===== config.mk =====
export PLATFORM = sky130hd
export DESIGN_NAME = l2_instr_issuer
export DESIGN_NICKNAME = d
export VERILOG_FILES = /design/src/rtl/l2_instr_issuer.sv
export SDC_FILE = /design/constraint.sdc
export NUM_CORES = 1
export LEC_CHECK = 0
export CORE_UTILIZATION = 55
export CTS_BUF_LIST = sky130_fd_sc_hd__clkbuf_8
export CTS_CLUSTER_SIZE = 12
export DETAILED_ROUTE_END_ITERATION = 12
export PLACE_DENSITY_LB_ADDON = 0.08
export SETUP_SLACK_MARGIN = 0.02
export SLEW_MARGIN = 0
export SYNTH_ARGS = -nofsm -noshare
export SYNTH_HDL_FRONTEND = slang
export SYNTH_SLANG_ARGS = --single-unit

===== constraint.sdc =====
create_clock -name clk -period 5.4 [get_ports clk]
set_input_delay 1.35 -clock clk [delete_from_list [all_inputs] [get_ports clk]]
set_output_delay 1.35 -clock clk [all_outputs]
set_load 0.01 [all_outputs]

===== src/rtl/l2_instr_issuer.sv =====
// l2_instr_issuer: replays a small program RAM into the lab-2 control FSM,
// raising execute per instruction and handshaking on its DONE/IDLE states.
module l2_instr_issuer #(
  parameter int AW      = 4,
  parameter int TIMEOUT = 31
) (
  input  logic          clk,
  input  logic          rst_n,
  input  logic          prog_we,
  input  logic [AW-1:0] prog_addr,
  input  logic [9:0]    prog_data,
  input  logic [AW:0]   prog_len,
  input  logic          start,
  input  logic          abort,
  input  logic [3:0]    sm_state,
  output logic          execute,
  output logic [1:0]    operation,
  output logic [1:0]    regXaddr,
  output logic [1:0]    regYaddr,
  output logic [3:0]    input_data,
  output logic          busy,
  output logic          done,
  output logic          error,
  output logic [AW-1:0] pc
);

  localparam int WW = $clog2(TIMEOUT + 1);
  localparam logic [WW-1:0] TO      = WW'(TIMEOUT);
  localparam logic [3:0]    SM_IDLE = 4'b0000;
  localparam logic [3:0]    SM_DONE = 4'b1000;
  localparam logic [AW:0]   DEPTH   = {1'b1, {AW{1'b0}}};

  typedef enum logic [2:0] {
    S_IDLE,
    S_FETCH,
    S_ISSUE,
    S_RELEASE,
    S_FINISH,
    S_ERROR
  } state_e;

  state_e        state_q, state_d;
  logic [AW-1:0] pc_q, pc_d;
  logic [WW-1:0] wd_q, wd_d, wd_inc;
  logic [9:0]    ir_q, ir_d;
  logic          busy_q, busy_d;
  logic          done_q, done_d;
  logic          err_q, err_d;
  logic          exec_q, exec_d;
  logic [AW:0]   len_eff;
  logic          len_zero;
  logic          last;
  logic          timeout;

  logic [9:0] mem [2**AW];

  always_ff @(posedge clk) begin
    if (prog_we && !busy_q) begin
      mem[prog_addr] <= prog_data;
    end
  end

  always_comb begin
    len_eff  = (prog_len > DEPTH) ? DEPTH : prog_len;
    len_zero = (prog_len == '0);
    last     = ({1'b0, pc_q} == len_eff - 1'b1);
    wd_inc   = wd_q + 1'b1;
    timeout  = (wd_inc == TO);
  end

  always_comb begin
    state_d = state_q;
    pc_d    = pc_q;
    wd_d    = wd_q;
    ir_d    = ir_q;
    busy_d  = busy_q;
    err_d   = err_q;
    done_d  = 1'b0;
    unique case (state_q)
      S_IDLE, S_ERROR: begin
        if (start) begin
          pc_d    = '0;
          err_d   = 1'b0;
          busy_d  = 1'b1;
          state_d = len_zero ? S_FINISH : S_FETCH;
        end
      end
      S_FETCH: begin
        ir_d    = mem[pc_q];
        wd_d    = '0;
        state_d = S_ISSUE;
      end
      S_ISSUE: begin
        wd_d = wd_inc;
        if (timeout) begin
          state_d = S_ERROR;
          err_d   = 1'b1;
          busy_d  = 1'b0;
        end else if (sm_state == SM_DONE) begin
          wd_d    = '0;
          state_d = S_RELEASE;
        end
      end
      S_RELEASE: begin
        wd_d = wd_inc;
        if (timeout) begin
          state_d = S_ERROR;
          err_d   = 1'b1;
          busy_d  = 1'b0;
        end else if (sm_state == SM_IDLE) begin
          if (last) begin
            state_d = S_FINISH;
          end else begin
            pc_d    = pc_q + 1'b1;
            state_d = S_FETCH;
          end
        end
      end
      S_FINISH: begin
        done_d  = 1'b1;
        busy_d  = 1'b0;
        state_d = S_IDLE;
      end
      default: state_d = S_IDLE;
    endcase
    // abort overrides everything, leaving pc where it stopped
    if (abort) begin
      state_d = S_IDLE;
      pc_d    = pc_q;
      wd_d    = wd_q;
      ir_d    = ir_q;
      busy_d  = 1'b0;
      err_d   = 1'b0;
      done_d  = 1'b0;
    end
    exec_d = (state_d == S_ISSUE);
  end

  always_ff @(posedge clk) begin
    if (!rst_n) begin
      state_q <= S_IDLE;
      pc_q    <= '0;
      wd_q    <= '0;
      ir_q    <= '0;
      busy_q  <= 1'b0;
      done_q  <= 1'b0;
      err_q   <= 1'b0;
      exec_q  <= 1'b0;
    end else begin
      state_q <= state_d;
      pc_q    <= pc_d;
      wd_q    <= wd_d;
      ir_q    <= ir_d;
      busy_q  <= busy_d;
      done_q  <= done_d;
      err_q   <= err_d;
      exec_q  <= exec_d;
    end
  end

  assign execute    = exec_q;
  assign operation  = ir_q[9:8];
  assign regXaddr   = ir_q[7:6];
  assign regYaddr   = ir_q[5:4];
  assign input_data = ir_q[3:0];
  assign busy       = busy_q;
  assign done       = done_q;
  assign error      = err_q;
  assign pc         = pc_q;

endmodule


-- Word-level counts from Yosys, hierarchy flattened
Memory sizes are Yosys's and may differ from the RTL's. A register that Yosys moved wholly into a read port is not among the register bits.
Cells that the tools add are included.
Widths: inputs -> output; s select.
- register bits after elaboration: 16
- memory bits (writable): 160
- output and inout port bits: 18
- word-level logic and storage cells: 73
- memories: 1
- memory list (name ; words ; width ; rd ports ; clocked after memory_dff ; write ports ; line ; RTL):
    mem ; 16 ; 10 ; 1 ; 1 ; 1 ; 55 ; logic [9:0] mem [2**AW];
- add/sub/neg operators: 3
- $lt $le $gt $ge: 1
- eq/ne operators: 14
- muxes and demuxes: 27
- bitwise logic cells: 2
- reduce and logical (&&, ||, !) cells: 18
- operator list (cell ; number):
    $mux 3 ; 8
    $mux 4 ; 4
    $mux 5 ; 3
    $pmux 5 s3 ; 1
    $pmux 3 s4 ; 1
    $eq 3x2->1 const B ; 3
    $ne 2x2->1 const B ; 4
    $pmux 4 s2 ; 1
    $mux 1 ; 7
    $eq 3x3->1 const B ; 2
    $reduce_and 3->1 ; 2
    $reduce_and 6->1 ; 1
    $reduce_bool 3->1 ; 2
    $reduce_or 2->1 ; 3
    $add 5x1->5 const B ; 1
    $eq 4x5->1 ; 1
    $eq 5x5->1 const B ; 1
    $gt 5x5->1 const B ; 1
    $logic_not 5->1 ; 1
    $sub 5x1->5 const B ; 1
    $add 4x1->4 const B ; 1
    $eq 4x4->1 const B ; 1
    $logic_not 4->1 ; 1
    $reduce_and 2->1 ; 2
    9 further kinds ; 12

-- Longest topological paths before layout
Gate-level depths: netlist (run 1).
- word-level depth: 10
- gate-level depth with buffers: 8
- depth with buffers taken out: 8

-- Worst setup path after synthesis (run 1)
No wires, ideal clock.
- kind: input to register
- start point: input prog_we
- end point: memory mem[4][0] (enable)
- library setup time: 390 ps
- arrival: 2635 ps
- slack: 2375 ps
- stages: 3
- path buffers: 0
- cell sequence: nand2b_1 or3b_2 nor3_1
- cells in the longest elaborated chain, start to end: 3
- RTL lines (item ; line ; RTL):
    start, declared ; 9 ; input logic prog_we,
    $logic_and 1x1->1 ; 58 ; if (prog_we && !busy_q) begin
    $mux 1 ; 58 ;
    $mux 1 (implied by the code) ; 59 ; mem[prog_addr] <= prog_data;
    end, declared ; 55 ;
No other way between the ends.

-- Worst setup path in the final report (run 1)
- start point: register pc_q[3] (netlist: pc[3])
- end point: output pc[3]
- RTL lines (item ; line ; RTL):
    start, declared ; 43 ; logic [AW-1:0] pc_q, pc_d;
    start signal, assigned ; 151 ; pc_q <= pc_d;
    end, declared ; 24 ; output logic [AW-1:0] pc
No word-level cell between the ends.

==> results of run 1 <==
-- layer usage --
layer	routed length, um	vias up
met5	0	-
li1	-	1811
met4	151	0
met3	571	11
met1	6260	1975
met2	7410	101
-- cell type report --
| class | count | area share |
|---|---|---|
| inverter | 15 | 0.00659 |
| timing repair buffer | 51 | 0.0580 |
| clock buffer | 17 | 0.0274 |
| clock inverter | 14 | 0.0127 |
| tap | 176 | 0.0258 |
| sequential | 186 | 0.623 |
| multi-input combinational | 211 | 0.246 |
-- kinds of logic (layout without fill, tap and decap cells) --
group / after synthesis / after routing
flip-flops: 186 / 186
AND/OR/NAND/NOR: 103 / 103
adder cells (fa/ha/maj): 4 / 4
multiplexers: 55 / 55
buffers and inverters: 33 / 97
XOR/XNOR: 6 / 6
AO/OA/AOI/OAI: 43 / 43
-- final timing paths --
| path | to | depth (start not counted) | start | slack, ns |
|---|---|---|---|---|
| worst min register to register | ir_q[4] | 2 | ir_q[4] | 0.45 |
| worst max register to register | ir_q[5] | 5 | pc[0] | 2.94 |
| worst max-delay path | pc[3] | 1 | pc[3] | 1.99 |
| worst min-delay path | ir_q[4] | 2 | ir_q[4] | 0.45 |
-- where the power goes --
| part | leakage (nW) | internal [mW] | switching [mW] |
|---|---|---|---|
| clock network | 0.179 | 0.356 | 0.459 |
| logic | 0.778 | 0.0422 | 0.0598 |
| registers | 1.66 | 1.57 | 0.00638 |
| total | 2.61 | 1.97 | 0.525 |
-- synth_stat cells, drive strengths merged (2+ instances only) --
cell and count:
ha 4, or2 3, nand3 5, dfxtp 26, nor4 3, o21ai 15
mux2i 5, mux4 50, a21oi 7, clkbuf 10, or3 4, xnor2 4
buf 8, xor2 2, nor3 11, or3b 2, edfxtp 160, clkinv 5
a211oi 6, inv 10, nand2b 11, nand3b 2, nor2 20, nand2 31
a31o 2, nor2b 4
-- state kept, by name, indices dropped and copies added (netlist names) --
signal and flops:
pc 4, state_q 3, execute 1, done 1, ir_q 10, busy 1, mem 160, wd_q 5
error 1
-- through the flow --
stage / worst slack, ns / hold slack [ns] / util
after floorplan: 2.37 / 0.469 / -
after global placement: 1.85 / 0.437 / 0.615
after detailed placement: 1.76 / 0.442 / 0.615
after CTS: 1.88 / 0.454 / 0.641
after global routing: 1.83 / 0.473 / 0.641
final: 1.99 / 0.451 / 0.641
==> run summary, run 1 <==
The run finished with clean final reports. The placed cell count came out at 639. Clock-pin slew was measured on the worst setup and hold paths at 0.08 ns.

The global routing usage on met2 came out at 0.358. For this run the aggregate overflow at the end of global routing stands at 0. Among all flip-flop cells after synthesis, the most frequent one is edfxtp_1. At the worst endpoint, the arrival time is around 2.1 ns. After synthesis, the largest family of logic cells by area is multiplexers. The number of antenna violations at the first check in global routing was 0. Buffers added to address setup during post-CTS repair amount to 0. The sequential cell area fraction in the yosys report is 0.701. The synthesized area per cell is approximately 18 um2. Of the available clock period, the critical path in the final layout requires 0.632. The pre-antenna-repair detailed-routing pass consisted of 5 iterations. The area share of the largest cell type after synthesis came out at 0.633. The largest single stage delay on the critical path is roughly 0.94 ns.

The detailed-route wire length came out at about 14 mm. The net count after synthesis came out at ~460. The maximum fanout count along the critical path came out at 14.

The number of hold violations in the final report came out at 0. The proportion of synthesized flip-flops having asynchronous set or reset came out at 0. The total routing usage reported by global routing came out at 0.219. The number of antenna diodes in the final layout is 0. The category of the most critical setup path is flip-flop to output port. The ratio of cells with drive above 1 in the final layout is 0.202. The footprint of the flip-flops and latches is about 0.0053 mm2. The finished cells cover about 0.0085 mm2. The number of distinct library cells after synthesis is 53.

Post-CTS repair changed the size of 0 cells. The XOR/XNOR share of the synthesized area is 0.00692. The number of levels the H-tree was split into is 4. For this design the static power due to leakage is 2.61 nW. Setup violations remaining at the end of the flow were counted as 0. The pin count of the biggest net entering global routing is 45. Using the TritonRoute via totals, the vias-per-cell ratio works out to about 5.8. The number of max-capacitance violations reported is 0. For this configuration, the core starts out at a cell density of 0.569.

The total of hold buffers inserted after clock tree synthesis is 0. For this run, global-route usage on met1 was measured as 0.292. The detailed router finished its first iteration with 261 violations. The clock drives roughly 190 sinks.

The total number of placement rows came out at between 40 and 50. The number of top-level design ports is 46. Across the routed clock network, the largest skew measured is about 0.0093 ns. The post-synthesis instance area is 0.00759 mm2. The number of clock buffers added by TritonCTS is 17. After detailed routing, the average wire length per cell comes to between 20 and 25 um. The slew of the pin with the lowest slew margin came out at ~1.2 ns.

The gate count after technology mapping is 430. The total number of vias came out at 3898. The number of routed nets with antenna violations is 0. After detailed placement, the total cell area comes to 0.00821 mm2. Power comes to roughly 2.5 mW. The clock network latency to the later pin of the worst-skew pair came out at about 0.44 ns. The worst setup path is captured at an output port. The floorplan step defined a core boundary enclosing 0.0133 mm2. The floorplan die area is ~0.014 mm2.

The number of pins exceeding their max-slew limit in the final report came out at 0. Timing would allow up to approximately 0.3 GHz. TritonCTS built the clock tree. The longest clock path from root to sink contains 2 buffers. The sum of net half-perimeters after detailed placement came out at about 9.5 mm. The power density over the cells came out at ~290 mW/mm2. The tightest min-delay check is of the flip-flop to flip-flop type.

The post-synthesis share of cell area spent on and, or, nand and nor gates came out at 0.0702. Summed over all failing endpoints, the final setup total negative slack is 0 ns. Setup repair after global routing left no endpoint under its margin. STA puts the critical path data required time at 4.05 ns. Summing all multi-input logic gate instances after layout gives 0.00211 mm2. The signal on the critical path passes through clkdlybuf4s50_1.

For this design, the slowest cell found on the critical path is dfxtp_1. The cell family with the largest share of critical-path delay is flip-flops. After the last flow step, the layout net total stands at 514. The die outline height is around 120 um. The clock period could shrink to around 3.4 ns. Headroom to the max-slew limit came out at 0.211. The top cell types in the final layout, fill and taps aside, are 160 x edfxtp_1, 50 x mux4_2, 45 x clkdlybuf4s50_1, 31 x nand2_1, 24 x dfxtp_1. edfxtp_1 takes more of the synthesized area than any other cell. The placer congestion estimate came out at 0.878. The number of enable-type register cells in the synthesized netlist came out at 160. The number of port buffers is 45. The number of remaining DRC errors is 0. Leaving out fill and tap cells, the most frequent cell in the layout is edfxtp_1.

Counting both buffers and inverters, the worst setup path holds a total of 1. met2 is the most crowded layer. The worst setup path is launched from a flip-flop.

During synthesis, Yosys emitted a total of 0 warnings. The area added between synthesis and finish came out at 12.6%. The global-route wire length before repair came out at roughly 22 mm. The compound-cell area share of the yosys netlist is 0.0389. After the flow finishes, the layout carries non-filler instances totaling 670. VDD sags by at most between 150 and 200 uV. CTS placed an instance of clkbuf_8 at the clock tree root.

Yosys attributes the largest share of cell area to edfxtp_1 63%, mux4_2 15%, dfxtp_1 6.9%. The number of synthesized register bits is between 150 and 200. The met3 usage came out at 0.0456. The post-synthesis adder-cell area fraction is 0.00659. The via count of the first global-routing pass came out at about 3900. The floorplan die width is around 120 um. The number of fill cells came out at 985. The post-synthesis mux area share came out at 0.155.
(Power assumes the default switching activity.)
==> run 2: changes to the inputs <==
Clock period 5.4 ns to 3.3 ns, I/O delays scaled along.
==> run 2 against run 1 <==
Sequential cell count is the same; utilization grew 1.5 points; global-route usage grew 1.3 points; die area is the same; critical path depth grew 7; power grew 70%; combinational power grew 70%; clock power grew 82%; wire length grew 3.3%.
==> run summary, run 2 (same netlist as run 1, synthesis figures left out) <==
The run finished with clean final reports. The length of routed met3 wiring came out at 756 um. The maximum clock path buffer count is 2. TritonCTS built the clock tree. After detailed routing, the total wire length is about 15 mm.

The final layout contains approximately 530 nets. Clock latency on the worst-skew pair, taken at its later pin, is 0.46 ns. The pin count of the biggest net entering global routing is 47.

The final design area excluding fillers is a little under 0.009 mm2. For this run, the detailed router's first-pass iteration total came to 5. The antenna diode count came out at 0. The post-route clock period utilization is 0.792. Data arrives at the worst endpoint at 3.01 ns. The worst setup path is launched from an input pin.

The via count of the first global-routing pass is around 4200. The leakage power figure is between 2 and 3 nW. For this run, the total global-route usage over all layers was measured as 0.232.

The largest clock skew in the final design is 0.00896 ns. The tool flagged a number of max-cap violations equal to 0. Once detail routing completed, the nets flagged for antenna violations numbered 0. The total of endpoints with negative setup slack in the final report is 0.

The total clock buffers created by CTS came out at 17. The number of remaining DRC errors is 0. The number of hold violations in the final report is 0. Once layout is complete, the utilization of the core stands at 0.656.

The clock-pin slew reported for the worst setup and hold paths after clock tree synthesis is 0.08 ns. The post-CTS setup repair buffer count came out at 0. The die covers approximately 0.014 mm2. The number of instances resized during post-cts repair came out at 0. For this design the top-level I/O count stands at 46. The number of clock sinks seen by CTS is ~190. The area growth from synthesis to layout is 15.3%.

The final critical delay including setup and external delays came out at around 2.6 ns. The number of antenna violations at the first check in global routing is 0. The global-route wire length before repair is approximately 24 mm. In the layout the commonest cells are 160 x edfxtp_1, 50 x mux4_2, 45 x clkdlybuf4s50_1, 31 x nand2_1, 24 x dfxtp_1.

The total overflow left after global routing is 0. The worst hold path begins at ir_q[2]. The tree is rooted in a clkbuf_8.

The placeable core region came out at about 0.013 mm2. The library cell used most frequently in the layout, excluding fill and tap cells, is edfxtp_1. The cell area after placement came out at approximately 0.0084 mm2. The number of levels the H-tree was split into is 4. The floorplan die width is around 120 um.

The path class of the lowest-slack min-delay path is flip-flop to flip-flop. The largest register by flop count is mem. The die outline height came out at 119 um. In the final layout, the registers with the most flip-flops are mem x160, ir_q x10, wd_q x5. Dividing the detail-routed wire length by the instance count gives 21.6 um. The number of port buffers is between 40 and 50.

The endpoint identified for the worst register-to-register timing path is pc[2]. Based on the critical path, the design can be clocked at up to between 0.3 and 0.4 GHz. The total of hold buffers inserted after clock tree synthesis came out at 0. The slew of the pin with the lowest slew margin is about 0.56 ns.

The power density over the cells came out at 485 mW/mm2. The initialized floorplan defines 42 standard-cell rows. Setup repair after global routing left no endpoint under its margin. The worst relative slew slack came out at 0.626. The highest metal layer carrying signal wires in the routed design is met4. The worst register-to-register path has a depth of 6.

The number of flip-flops in the largest register came out at 160. Summed over all nets, the half-perimeter wirelength after detailed placement is approximately 9.8 mm. The category of the most critical setup path is input pin to flip-flop. The detailed-route vias per instance came out at just under 6.

The hold path endpoint is ir_q[2]. The total number of vias is just over 4000. The maximum fanout count along the critical path came out at 6. After routing, the total negative slack on setup checks comes to 0 ns.

The wire length on met2 came out at between 7 and 8 mm. Of the cells placed in the final design, the portion with a size suffix greater than 1 is 0.230. The initial utilization of the core area, before any placement, comes to 0.569. The startpoint of the worst register-to-register path is wd_q[0]. The worst-case hold slack is ~0.45 ns.

The setup slack on the worst flop-to-flop path came out at roughly 1.2 ns. The number of DRC markers after the initial detailed-route iteration came out at roughly 360. The number of fill cells is 933. The number of pins exceeding their max-slew limit in the final report is 0. At the end of routability-driven placement, the weighted congestion stood at 0.907. The wire length on met1 came out at 6.53 mm. The endpoint required time on the critical path is approximately 3.7 ns. The maximum resistive drop on vdd is around 350 uV. The worst hold path was traced through 2 stages.

The worst setup path is captured at a flip-flop.
==> run 2: cell count changes in the layout (fill, tap and decap cells not counted), sizes merged <==
cell and delta:
clkinvlp +1, buf +17, inv -4, clkinv +2, bufinv +2
==> run 2: worst max-delay path by stage <==
stage                     cells after the start  slack (ns)        start          to
final                                         8        0.69  prog_len[4]     execute
after CTS                                     2        0.65        pc[0]       pc[0]
after floorplan                               3        0.80      prog_we   mem[4][0]
after global routing                          8        0.54  prog_len[4]  state_q[2]
after detailed placement                      8        0.26  prog_len[4]     execute
after global placement                        8        0.34  prog_len[4]     execute
==> run 2: layer usage <==
metal,global-route usage,vias up
met5,0,-
met2,0.370,139
li1,-,1839
met1,0.319,2067
met3,0.0480,22
met4,0.0852,0
==> run 2: critical path, stage by stage <==
cell	delay (ns)
clkdlybuf4s50_1	0.50
nand2b_1	0.23
ha_1	0.31
xor2_1	0.15
o21ai_0	0.16
nor4_4	0.43
a31o_2	0.23
and4b_1	0.18
==> run 2: area by class of cell <==
| class | count | area [um2] | share of cell area |
|---|---|---|---|
| multi-input cells | 211 | 2110 | 0.241 |
| repair buffers | 68 | 648 | 0.0741 |
| inverters | 15 | 56.3 | 0.00643 |
| clock buffers | 17 | 234 | 0.0267 |
| well taps | 176 | 220 | 0.0252 |
| flip-flops and latches | 186 | 5330 | 0.609 |
| clock inverters | 15 | 159 | 0.0182 |
==> run 2: metrics by stage <==
step           worst slack (ns)  cells  power (mW)
5_1_grt                   0.544    688        4.40
3_5_place_dp              0.265    656        2.82
4_1_cts                   0.653    688        4.28
3_3_place_gp              0.339    656        2.80
2_1_floorplan             0.800    430        2.71
6_report                  0.688    688        4.24
==> run 2: report_power, final <==
group	leakage [nW]	switching, mW	internal [mW]
registers	1.66	0.0102	2.58
logic	0.874	0.0998	0.0734
clock network	0.191	0.749	0.733
